--- src/rtl/p_int_mac_acc_if.sv ---
// Handshake and data bundle for the perceptron MAC stage.
// Input side : in_valid/in_ready/in_last with x (activation) and w (weight).
// Output side: out_valid/out_ready with out (saturated sum), ovf (sticky
//              saturation flag) and cnt (beats accumulated in the vector).
// Modports   : slave  - the MAC stage itself
//              master - whoever feeds beats and drains results
interface p_int_mac_acc_if #(
    parameter int X_PREC   = 8,
    parameter int W_PREC   = 8,
    parameter int O_PREC   = 16,
    parameter int CNT_PREC = 8
);
    logic                       in_valid;
    logic                       in_ready;
    logic                       in_last;
    logic signed [X_PREC-1:0]   x;
    logic signed [W_PREC-1:0]   w;
    logic                       out_valid;
    logic                       out_ready;
    logic signed [O_PREC-1:0]   out;
    logic                       ovf;
    logic [CNT_PREC-1:0]        cnt;

    modport slave (
        input  in_valid, in_last, x, w, out_ready,
        output in_ready, out_valid, out, ovf, cnt
    );

    modport master (
        output in_valid, in_last, x, w, out_ready,
        input  in_ready, out_valid, out, ovf, cnt
    );
endinterface

--- src/rtl/p_int_mac_acc.sv ---
// Sequential signed multiply-accumulate stage producing the perceptron
// weighted sum sum(x[i]*w[i]) over a vector of beats terminated by in_last.
// The running sum is clamped to O_PREC signed bits after every beat; ovf is
// sticky for the vector once any beat clamped.
// Ports:
//   clk   - clock, rising edge
//   reset - synchronous, active-high
//   bus   - p_int_mac_acc_if.slave (beat input and result output handshakes)
// After the last beat the result is held (in_ready=0, out_valid=1) until
// out_ready; the following cycle the stage is cleared and accepts beats again.
module p_int_mac_acc #(
    parameter int X_PREC   = 8,
    parameter int W_PREC   = 8,
    parameter int O_PREC   = 16,
    parameter int CNT_PREC = 8
) (
    input  logic               clk,
    input  logic               reset,
    p_int_mac_acc_if.slave     bus
);
    localparam int P_PREC = X_PREC + W_PREC;
    // One guard bit above the wider of acc/prod so acc+prod never wraps.
    localparam int S_PREC = ((O_PREC > P_PREC) ? O_PREC : P_PREC) + 1;

    localparam logic signed [S_PREC-1:0] SAT_MAX =
        {{(S_PREC-O_PREC+1){1'b0}}, {(O_PREC-1){1'b1}}};
    localparam logic signed [S_PREC-1:0] SAT_MIN =
        {{(S_PREC-O_PREC+1){1'b1}}, {(O_PREC-1){1'b0}}};

    typedef enum logic {ACC, OUT} state_t;

    state_t                   state;
    logic signed [O_PREC-1:0] acc;
    logic                     ovf_q;
    logic [CNT_PREC-1:0]      cnt_q;
    logic                     in_ready_q;
    logic                     out_valid_q;

    logic signed [P_PREC-1:0] prod;
    logic signed [S_PREC-1:0] acc_ext;
    logic signed [S_PREC-1:0] prod_ext;
    logic signed [S_PREC-1:0] sum;
    logic signed [S_PREC-1:0] sat_sum;
    logic                     clip;

    // Operands widened to the full product width before multiplying.
    assign prod     = P_PREC'(bus.x) * P_PREC'(bus.w);
    assign acc_ext  = acc;
    assign prod_ext = prod;
    assign sum      = acc_ext + prod_ext;

    always_comb begin
        sat_sum = sum;
        clip    = 1'b0;
        if (sum > SAT_MAX) begin
            sat_sum = SAT_MAX;
            clip    = 1'b1;
        end else if (sum < SAT_MIN) begin
            sat_sum = SAT_MIN;
            clip    = 1'b1;
        end
    end

    always_ff @(posedge clk) begin
        if (reset) begin
            state       <= ACC;
            acc         <= '0;
            ovf_q       <= 1'b0;
            cnt_q       <= '0;
            in_ready_q  <= 1'b1;
            out_valid_q <= 1'b0;
        end else begin
            case (state)
                ACC: begin
                    if (bus.in_valid) begin
                        acc   <= sat_sum[O_PREC-1:0];
                        ovf_q <= ovf_q | clip;
                        // Beat count sticks at all-ones instead of wrapping.
                        if (cnt_q != '1)
                            cnt_q <= cnt_q + CNT_PREC'(1);
                        if (bus.in_last) begin
                            state       <= OUT;
                            in_ready_q  <= 1'b0;
                            out_valid_q <= 1'b1;
                        end
                    end
                end
                OUT: begin
                    // Result held; beat inputs are ignored until retired.
                    if (bus.out_ready) begin
                        state       <= ACC;
                        acc         <= '0;
                        ovf_q       <= 1'b0;
                        cnt_q       <= '0;
                        in_ready_q  <= 1'b1;
                        out_valid_q <= 1'b0;
                    end
                end
                default: state <= ACC;
            endcase
        end
    end

    // out follows acc directly: it shows the running sum while accumulating.
    assign bus.out       = acc;
    assign bus.ovf       = ovf_q;
    assign bus.cnt       = cnt_q;
    assign bus.in_ready  = in_ready_q;
    assign bus.out_valid = out_valid_q;
endmodule

--- src/flat_wrapper.sv ---
// flat-port wrapper written by rule: the top's interface ports become plain ports
module p_int_mac_acc_flat 
#(
    parameter int X_PREC   = 8,
    parameter int W_PREC   = 8,
    parameter int O_PREC   = 16,
    parameter int CNT_PREC = 8
)
  (clk, reset, bus_in_valid, bus_in_last, bus_x, bus_w, bus_out_ready, bus_in_ready, bus_out_valid, bus_out, bus_ovf, bus_cnt);
  p_int_mac_acc_if #(.X_PREC(X_PREC), .W_PREC(W_PREC), .O_PREC(O_PREC), .CNT_PREC(CNT_PREC)) bus_i ();
  input  logic clk;
  input  logic reset;
  input wire logic [$bits(bus_i.in_valid)-1:0] bus_in_valid;
  input wire logic [$bits(bus_i.in_last)-1:0] bus_in_last;
  input wire logic [$bits(bus_i.x)-1:0] bus_x;
  input wire logic [$bits(bus_i.w)-1:0] bus_w;
  input wire logic [$bits(bus_i.out_ready)-1:0] bus_out_ready;
  output wire logic [$bits(bus_i.in_ready)-1:0] bus_in_ready;
  output wire logic [$bits(bus_i.out_valid)-1:0] bus_out_valid;
  output wire logic [$bits(bus_i.out)-1:0] bus_out;
  output wire logic [$bits(bus_i.ovf)-1:0] bus_ovf;
  output wire logic [$bits(bus_i.cnt)-1:0] bus_cnt;
  assign bus_i.in_valid = bus_in_valid;
  assign bus_i.in_last = bus_in_last;
  assign bus_i.x = bus_x;
  assign bus_i.w = bus_w;
  assign bus_i.out_ready = bus_out_ready;
  assign bus_in_ready = bus_i.in_ready;
  assign bus_out_valid = bus_i.out_valid;
  assign bus_out = bus_i.out;
  assign bus_ovf = bus_i.ovf;
  assign bus_cnt = bus_i.cnt;
  p_int_mac_acc #(.X_PREC(X_PREC), .W_PREC(W_PREC), .O_PREC(O_PREC), .CNT_PREC(CNT_PREC)) u_core (.clk(clk), .reset(reset), .bus(bus_i));
endmodule
--- config.mk ---
export PLATFORM = sky130hd
export DESIGN_NAME = p_int_mac_acc_flat
export DESIGN_NICKNAME = d
export VERILOG_FILES = /design/src/rtl/p_int_mac_acc_if.sv /design/src/rtl/p_int_mac_acc.sv /design/src/flat_wrapper.sv
export SDC_FILE = /design/constraint.sdc
export NUM_CORES = 1
export LEC_CHECK = 0
export CELL_PAD_IN_SITES_DETAIL_PLACEMENT = 1
export CELL_PAD_IN_SITES_GLOBAL_PLACEMENT = 1
export CORE_ASPECT_RATIO = 0.6
export CORE_MARGIN = 5
export CORE_UTILIZATION = 35
export CTS_CLUSTER_DIAMETER = 200
export DETAILED_ROUTE_END_ITERATION = 10
export GPL_TIMING_DRIVEN = 0
export PLACE_DENSITY_LB_ADDON = 0.12
export RECOVER_POWER = 50
export SYNTH_ARGS = -nofsm -noshare
export SYNTH_HDL_FRONTEND = slang
export SYNTH_SLANG_ARGS = --single-unit
export TNS_END_PERCENT = 1
--- constraint.sdc ---
create_clock -name clk -period 7.7 [get_ports clk]
set_input_delay 1.925 -clock clk [delete_from_list [all_inputs] [get_ports clk]]
set_output_delay 1.925 -clock clk [all_outputs]
set_load 0.01 [all_outputs]
Yosys cells after proc, flatten, opt, wreduce, memory -nomap -nowiden
Cells that the tools add are included.
{"block": "classes", "n_addsub": 2, "multipliers": 1, "n_div": 0, "order_cmp": 2, "eq_ne": 5, "shift": 0, "n_mux": 25, "n_bitwise": 2, "reduce_logical": 3}
{"operator": "$mux W16", "n": 4}
{"operator": "$pmux W16 S2", "n": 1}
{"operator": "$mux W8", "n": 3}
{"operator": "$add A16 B16 Y17", "n": 1}
{"operator": "$gt A17 B16 Y1 const B", "n": 1}
{"operator": "$lt A17 B16 Y1 const B", "n": 1}
{"operator": "$mul A8 B8 Y16", "n": 1}
{"operator": "$pmux W8 S2", "n": 1}
{"operator": "$mux W1", "n": 12}
{"operator": "$add A8 B1 Y8 const B", "n": 1}
{"operator": "$ne A8 B8 Y1 const B", "n": 1}
{"operator": "$pmux W1 S2", "n": 4}
{"operator": "$ne A2 B2 Y1 const B", "n": 3}
{"operator": "$reduce_and A3 Y1", "n": 2}
{"operator": "$ne A2 B1 Y1 const B", "n": 1}
{"operator": "$reduce_and A2 Y1", "n": 1}
{"operator": "$not A1 Y1", "n": 1}
{"operator": "$or A1 B1 Y1", "n": 1}
{"block": "word_totals", "ff_bits": 28, "latchBits": 0, "mem_bits_rw": 0, "mem_bits_ro": 0, "out_inout_bits": 27, "elab_cells": 46, "memories": 0}

Depth between registers and ports, before layout
Gate-level depths: netlist of run 1.
{"block": "logic_depth", "depth_word": 8, "mapped_depth": 21, "mapped_depth_nobuf": 19}

Least setup slack after synthesis of run 1
OpenSTA, ideal clock, no wires.
{"block": "synth_path", "kind": "input to register", "from": "input port bus_w[1]", "to": "register u_core.acc[10] (netlist: u_core.bus.out[10])", "arrival_time_ps": 6819, "slack_ps": 765, "path_stages": 16, "path_buffers": 2, "path_cell_list": "clkbuf_1 > and2_1 > fa_1 > fa_1 > fa_1 > fa_1 > ha_1 > ha_1 > a21o_1 > a31o_2 > nor3b_1 > o31ai_2 > xnor2_2 > buf_2 > maj3_1 > a22o_1"}
{"block": "synth_between", "elab_chain_len": 7, "word_cells_on_any_way": 8, "cone_classes": "add/sub (1); mul (1); order compare (2); mux (4)"}
{"element": "start: declaration", "line_no": "flat_wrapper.sv:16", "source": "input wire logic [$bits(bus_i.w)-1:0] bus_w;"}
{"element": "$mul A8 B8 Y16 *", "line_no": "p_int_mac_acc.sv:47", "source": "assign prod = P_PREC'(bus.x) * P_PREC'(bus.w);"}
{"element": "$add A16 B16 Y17 *", "line_no": "p_int_mac_acc.sv:50", "source": "assign sum = acc_ext + prod_ext;"}
{"element": "$lt A17 B16 Y1", "line_no": "p_int_mac_acc.sv:58", "source": "end else if (sum < SAT_MIN) begin"}
{"element": "$mux W16", "line_no": "p_int_mac_acc.sv:58"}
{"element": "$mux W16 *", "line_no": "p_int_mac_acc.sv:55", "source": "if (sum > SAT_MAX) begin"}
{"element": "$mux W16 *", "line_no": "p_int_mac_acc.sv:75", "source": "if (bus.in_valid) begin"}
{"element": "$pmux W16 S2 *", "line_no": "p_int_mac_acc.sv:73", "source": "case (state)"}
{"element": "end signal: assignment", "line_no": "p_int_mac_acc.sv:76", "source": "acc <= sat_sum[O_PREC-1:0];"}
{"element": "end: declaration", "line_no": "p_int_mac_acc.sv:33", "source": "logic signed [O_PREC-1:0] acc;"}
Mark *: on every way between the ends. The rest lies on a longest branch, timed or not. The select of a mux whose other input is x is not followed.
A chain may end at the register's enable or synchronous reset.

Worst setup path in the final report of run 1
{"block": "layout_path", "from": "input port bus_w[0]", "to": "register u_core.acc[9] (netlist: u_core.bus.out[9])"}
Same word-level chain as after synthesis.

==> impl_metrics.env, run 1 <==
export IMPL_ys_ff_latch=28
export IMPL_place_ws_ps=-693
export IMPL_num_antenna_cells=0
export IMPL_hold_end="u_core.bus.ovf$_SDFFE_PP0P_"
export IMPL_synthTopCellsByCount="inv_1, fa_1, ha_1"
export IMPL_synth_most_common_cell="inv_1"
export IMPL_dp_hpwl_um=9540
export IMPL_routabilityCongestion=0.784
export IMPL_max_freq_mhz=134
export IMPL_end_kind="flip-flop"
export IMPL_row_count=31
export IMPL_yosysTopAreaCell="fa_1"
export IMPL_fin_skew_ps=7.91
export IMPL_min_delay_path_class="reg2reg"
export IMPL_initial_core_util_pct=35.6
export IMPL_wl_per_cell_um=16.6
export IMPL_drive_gt1_share_pct=5.15
export IMPL_reg2reg_to="u_core.bus.out[9]$_SDFFE_PP0P_"
export IMPL_slew_headroom_pct=53.0
export IMPL_syn_area_mm2=0.00427
export IMPL_grt_max_degree=17
export IMPL_layout_setup_ws_ps=258
export IMPL_first_global_vias=3493
export IMPL_ff2ff_path_depth=18
export IMPL_via_count=3086
export IMPL_pin_count=48
export IMPL_crit_type="in2reg"
export IMPL_drv_cap=0
export IMPL_worst_pin_slew_ps=703
export IMPL_io_buffers=45
export IMPL_h_tree_depth=1
export IMPL_path_clk_slew_ps=70
export IMPL_die_w_um=153
export IMPL_dp_cells=646
export IMPL_critical_path_peak_fanout=10
export IMPL_grt_overflow=0
export IMPL_ys_seq_area_share_pct=13.1
export IMPL_cts_buffers=3
export IMPL_antenna_left=0
export IMPL_hold_viol=0
export IMPL_start_kind="primary input"
export IMPL_netlist_instances=436
export IMPL_multi_input_area_mm2=0.00340
export IMPL_required_ps=7860
export IMPL_max_clock_path_buffers=2
export IMPL_synth_edf_count=0
export IMPL_coreArea_mm2=0.0120
export IMPL_fillers=1337
export IMPL_finalSetupViolCount=0
export IMPL_post_route_min_period_ps=7440
export IMPL_r2r_start="u_core.bus.out[6]$_SDFFE_PP0P_"
export IMPL_syn_nets=573
export IMPL_worst_ep_arrival_time_ps=7610
export IMPL_syn_area_per_cell_um2=9.78
export IMPL_clock_latency_ps=270
export IMPL_final_cells=650
export IMPL_track_usage_pct=16.0
export IMPL_holdPathStages=2
export IMPL_post_synth_num_cell_types=47
export IMPL_drc=0
export IMPL_yosysWarningCount=0
export IMPL_syn2layout_area_growth_pct=18.9
export IMPL_period_share_pct=96.6
export IMPL_report_final_slew_viol_count=0
export IMPL_cts_root_buf="clkbuf_16"
export IMPL_async_flop_share_pct=0
export IMPL_dr_pass1_iters=4
export IMPL_antenna_found_initial=0
export IMPL_drt_total_wl_um=10800
export IMPL_regArea_um2=561
export IMPL_synth_top_area_share_pct=35.7
export IMPL_synthTopCellsByArea="fa_1, dfxtp_1, ha_1"
export IMPL_crit_start="bus_w[0]"
export IMPL_drt_iter0_drc=86
export IMPL_ys_flop_type="dfxtp_1"
export IMPL_clock_sinks=28
export IMPL_post_cts_setup_buffers=0
export IMPL_cts_tree="done"
export IMPL_final_nets=623
export IMPL_die_area_mm2=0.0146
export IMPL_grt_pass1_wl_um=18700
export IMPL_status="complete, no violations"
export IMPL_r2r_setup_slack_ps=2360
export IMPL_vias_per_cell=4.75
export IMPL_die_h_um=95.5
export IMPL_hp_start="u_core.bus.ovf$_SDFFE_PP0P_"
-- flip-flops by register name, summed over array words and instances, names as in the netlist --
register              count
u_core.bus.out           16
u_core.bus.cnt            8
u_core.bus.out_valid      1
u_core.bus.ovf            1
u_core.state              1
u_core.bus.in_ready       1
-- how the worst max path moves through the flow --
| stage | endpoint | slack (ps) | depth (start not counted) |
|---|---|---|---|
| final | u_core.bus.out[9]$_SDFFE_PP0P_ | 260 | 18 |
| after global routing | u_core.bus.out[8]$_SDFFE_PP0P_ | -20 | 18 |
| after CTS | u_core.bus.out[8]$_SDFFE_PP0P_ | 10 | 18 |
| after detailed placement | u_core.bus.out[10]$_SDFFE_PP0P_ | -690 | 18 |
| after global placement | u_core.bus.out[14]$_SDFFE_PP0P_ | -690 | 18 |
| after floorplan | u_core.bus.out[10]$_SDFFE_PP0P_ | 760 | 16 |
-- logic make-up after synthesis --
kind of cell    count (synthesis)  synth area share, %
xor+xnor                       24                 5.28
buf+inv                        88                 8.07
simple gates                  119                 13.8
fa+ha+maj                     129                 50.5
mux                             1                0.235
compound gates                 47                 9.06
flops                          28                 13.1
-- metal layers --
| layer | wire [µm] | share of wire, % | vias to the layer above | track usage (%) |
|---|---|---|---|---|
| met5 | 0 | 0 | - | 0 |
| met4 | 34 | 0.31 | 0 | 1.48 |
| met3 | 279 | 2.6 | 6 | 3.04 |
| met2 | 4510 | 42 | 32 | 24.4 |
| met1 | 5990 | 55 | 1571 | 24.5 |
| li1 | - | - | 1477 | - |
-- cell usage in the layout, fill, tap and decap left out, types with 2 or more instances in the layout --
cell	netlist	layout
fa_1	76	75
inv_1	79	79
o21a_1	3	3
dlymetal6s2s_1	0	2
maj3_1	13	13
nor2b_1	2	2
a21o_1	2	2
clkbuf_16	0	3
o21ai_0	2	2
clkbuf_1	4	4
nand2_1	34	33
a21oi_1	9	8
nor2_1	28	28
clkdlybuf4s50_1	0	17
a22o_1	14	14
ha_1	40	40
o211ai_1	3	3
and2_1	33	32
dlygate4sd3_1	0	25
and3_1	2	2
buf_2	2	2
xnor2_4	0	2
dfxtp_1	28	28
a21oi_2	2	3
nand3_1	10	10
nand2b_1	3	3
xnor2_1	15	15
xor2_1	7	7
-- through the flow --
| step | area (µm²) | hold WS (ps) | util, % | setup TNS (ps) |
|---|---|---|---|---|
| 3_5_place_dp | 4920 | 462 | 41.1 | -10360 |
| 6_report | 5070 | 478 | 42.3 | 0 |
| 5_1_grt | 5070 | 534 | 42.3 | -47.7 |
| 2_1_floorplan | 4270 | 495 | - | 0 |
| 3_3_place_gp | 4920 | 476 | 41.1 | -9820 |
| 4_1_cts | 5030 | 491 | 42.0 | 0 |
-- critical path: stages --
cell	delay, ps
dlygate4sd2_1	470
and2_4	320
inv_1	160
fa_1	530
inv_1	50
fa_1	510
fa_1	450
fa_1	590
fa_1	430
ha_1	400
nand3_1	110
nor2_1	220
nor3b_2	100
o31ai_2	350
xnor2_4	180
buf_2	230
maj3_1	340
a22o_1	200
-- what timing repair did --
item | in CTS | in global routing
resized for setup | 3 | 8
hold buffers | 0 | 0
cloned | 0 | 0
setup endpoints to repair | 17 | 17
-- cell type report --
cell class                 count  share of cell area, %
multi-input combinational    320                   67.1
sequential                    28                   11.1
inverter                      80                   5.92
clock buffer                   3                   1.48
clock inverter                 1                  0.592
tap                          165                   4.07
timing repair buffer          45                   8.96
buffer                         8                  0.864
Power of run 1 is left out: the tool's default activity adds up to more than one toggle a clock period on the data nets, which glitch-free logic cannot reach.
==> run 2: changes to the inputs <==
--- a/config.mk
+++ b/config.mk
@@ -15,6 +15,7 @@
 export GPL_TIMING_DRIVEN = 0
 export PLACE_DENSITY_LB_ADDON = 0.12
 export RECOVER_POWER = 50
+export SKIP_CTS_REPAIR_TIMING = 1
 export SYNTH_ARGS = -nofsm -noshare
 export SYNTH_HDL_FRONTEND = slang
 export SYNTH_SLANG_ARGS = --single-unit
==> run 2 against run 1 <==
Effect of this change: final area hardly changed; via count shrank 0.23%; wire length about the same; maximum frequency is 0.21% higher; sequential cell count did not move; global-route usage about the same; core utilization about the same; non-clock buffer count unchanged; critical path type unchanged; critical endpoint unchanged; largest cell class unchanged; highest routed layer unchanged.
==> impl_metrics.env, run 2 (synthesis results as in run 1) <==
export IMPL_place_ws_ps=-693
export IMPL_vias_per_cell=4.74
export IMPL_end_kind="flip-flop"
export IMPL_drt_iter0_drc=86
export IMPL_post_route_min_period_ps=7430
export IMPL_io_buffers=45
export IMPL_required_ps=7860
export IMPL_coreArea_mm2=0.0120
export IMPL_rsz0062_at_grt="no"
export IMPL_row_count=31
export IMPL_use_met3_pct=3.04
export IMPL_die_h_um=95.5
export IMPL_critical_path_peak_fanout=10
export IMPL_min_delay_path_class="reg2reg"
export IMPL_syn2layout_area_growth_pct=18.9
export IMPL_r2r_setup_slack_ps=2360
export IMPL_critPathBufInv=3
export IMPL_antenna_found_initial=0
export IMPL_crit_start="bus_x[1]"
export IMPL_mostFrequentLayoutCell="inv_1"
export IMPL_max_freq_mhz=135
export IMPL_cp_endpoint="u_core.bus.out[9]$_SDFFE_PP0P_"
export IMPL_max_stage_delay_ps=710
export IMPL_h_tree_depth=1
export IMPL_clock_latency_ps=270
export IMPL_drt_total_wl_um=10800
export IMPL_reg2reg_to="u_core.bus.out[9]$_SDFFE_PP0P_"
export IMPL_cp_slowest_cell="clkdlybuf4s50_1"
export IMPL_largest_reg_flops=16
export IMPL_worstSetupPathDepth=17
export IMPL_clock_sinks=28
export IMPL_fin_skew_ps=7.91
export IMPL_wl_per_cell_um=16.6
export IMPL_first_global_vias=3499
export IMPL_dr_pass1_iters=4
export IMPL_path_clk_slew_ps=70
export IMPL_final_nets=623
export IMPL_grt_pass1_wl_um=18700
export IMPL_drc=0
export IMPL_grt_max_degree=17
export IMPL_cts_root_buf="clkbuf_16"
export IMPL_final_cell_mix="inv_1, fa_1, ha_1"
export IMPL_start_kind="primary input"
export IMPL_drv_cap=0
export IMPL_cts_buffers=3
export IMPL_use_met1_pct=24.4
export IMPL_worst_ep_arrival_time_ps=7590
export IMPL_antenna_left=0
export IMPL_period_share_pct=96.4
export IMPL_hold_viol=0
export IMPL_slew_headroom_pct=53.0
export IMPL_cts_tree="done"
export IMPL_track_usage_pct=16.0
export IMPL_max_clock_path_buffers=2
export IMPL_num_antenna_cells=0
export IMPL_crit_chain="clkdlybuf4s50_1 > nand2_1 > fa_1 > fa_1 > inv_1 > fa_1 > fa_1 > fa_1 > ha_1 > nand3_1 > nor2_1 > nor3b_2 > o31ai_2 > xnor2_4 > buf_2 > maj3_1 > a22o_1"
export IMPL_finalSetupViolCount=0
export IMPL_via_count=3079
export IMPL_pin_count=48
export IMPL_die_w_um=153
export IMPL_die_area_mm2=0.0146
export IMPL_ff2ff_path_depth=18
export IMPL_layout_setup_ws_ps=274
export IMPL_initial_core_util_pct=35.6
export IMPL_drive_gt1_share_pct=5.15
export IMPL_grt_overflow=0
export IMPL_crit_type="in2reg"
export IMPL_routabilityCongestion=0.784
export IMPL_use_met2_pct=24.4
export IMPL_dp_hpwl_um=9540
export IMPL_crit_top_cell="fa_1"
export IMPL_report_final_slew_viol_count=0
export IMPL_path_delay_family="adder cells"
export IMPL_r2r_start="u_core.bus.out[6]$_SDFFE_PP0P_"
export IMPL_status="complete, no violations"
export IMPL_worst_pin_slew_ps=703
export IMPL_busiest_layer="met1"
==> run 2: cell types whose count changed in the layout (fill, tap and decap cells not counted) <==
cell	delta
clkdlybuf4s50_1	-1
dlygate4sd2_1	-1
dlygate4sd3_1	+1
dlymetal6s2s_1	+1
==> run 2: how the worst min path moves through the flow <==
| stage | startpoint | endpoint | slack (ps) | cells after the start |
|---|---|---|---|---|
| final | u_core.bus.ovf$_SDFFE_PP0P_ | u_core.bus.ovf$_SDFFE_PP0P_ | 480 | 2 |
| after global routing | u_core.bus.out_valid$_SDFFE_PP0P_ | u_core.bus.out_valid$_SDFFE_PP0P_ | 530 | 1 |
| after CTS | u_core.bus.ovf$_SDFFE_PP0P_ | u_core.bus.ovf$_SDFFE_PP0P_ | 490 | 2 |
| after detailed placement | u_core.bus.ovf$_SDFFE_PP0P_ | u_core.bus.ovf$_SDFFE_PP0P_ | 460 | 2 |
| after global placement | u_core.bus.out_valid$_SDFFE_PP0P_ | u_core.bus.out_valid$_SDFFE_PP0P_ | 480 | 1 |
| after floorplan | u_core.bus.ovf$_SDFFE_PP0P_ | u_core.bus.ovf$_SDFFE_PP0P_ | 490 | 2 |
==> run 2: tightest hold or removal path: stages (launching register included) <==
cell and delay [ps]:
dfxtp_1 330, nand2_1 50, nand3_1 70
==> run 2: per-layer routing <==
layer	wire (µm)	vias to the layer above
li1	-	1476
met1	5990	1567
met2	4500	30
met3	276	6
met4	34	0
met5	0	-
==> run 2: layout make-up <==
class,count,area (µm²)
plain buffers,8,43.8
clock buffers,3,75.1
clock inverters,1,30.0
fillers,1337,6910
inverters,80,300
multi-input cells,320,3400
flip-flops and latches,28,561
well taps,165,206
repair buffers,45,458
==> run 2: stage by stage <==
stage               utilization, %  hold WS [ps]  std cells  TNS [ps]  instance area, µm²
floorplan                        -           495        436         0                4270
global placement              41.1           476        646     -9820                4920
detailed placement            41.1           462        646    -10360                4920
CTS                           41.9           491        650     -5750                5030
global route                  42.3           534        650         0                5070
finish                        42.3           478        650         0                5070
Power of run 2 is left out for the same reason.
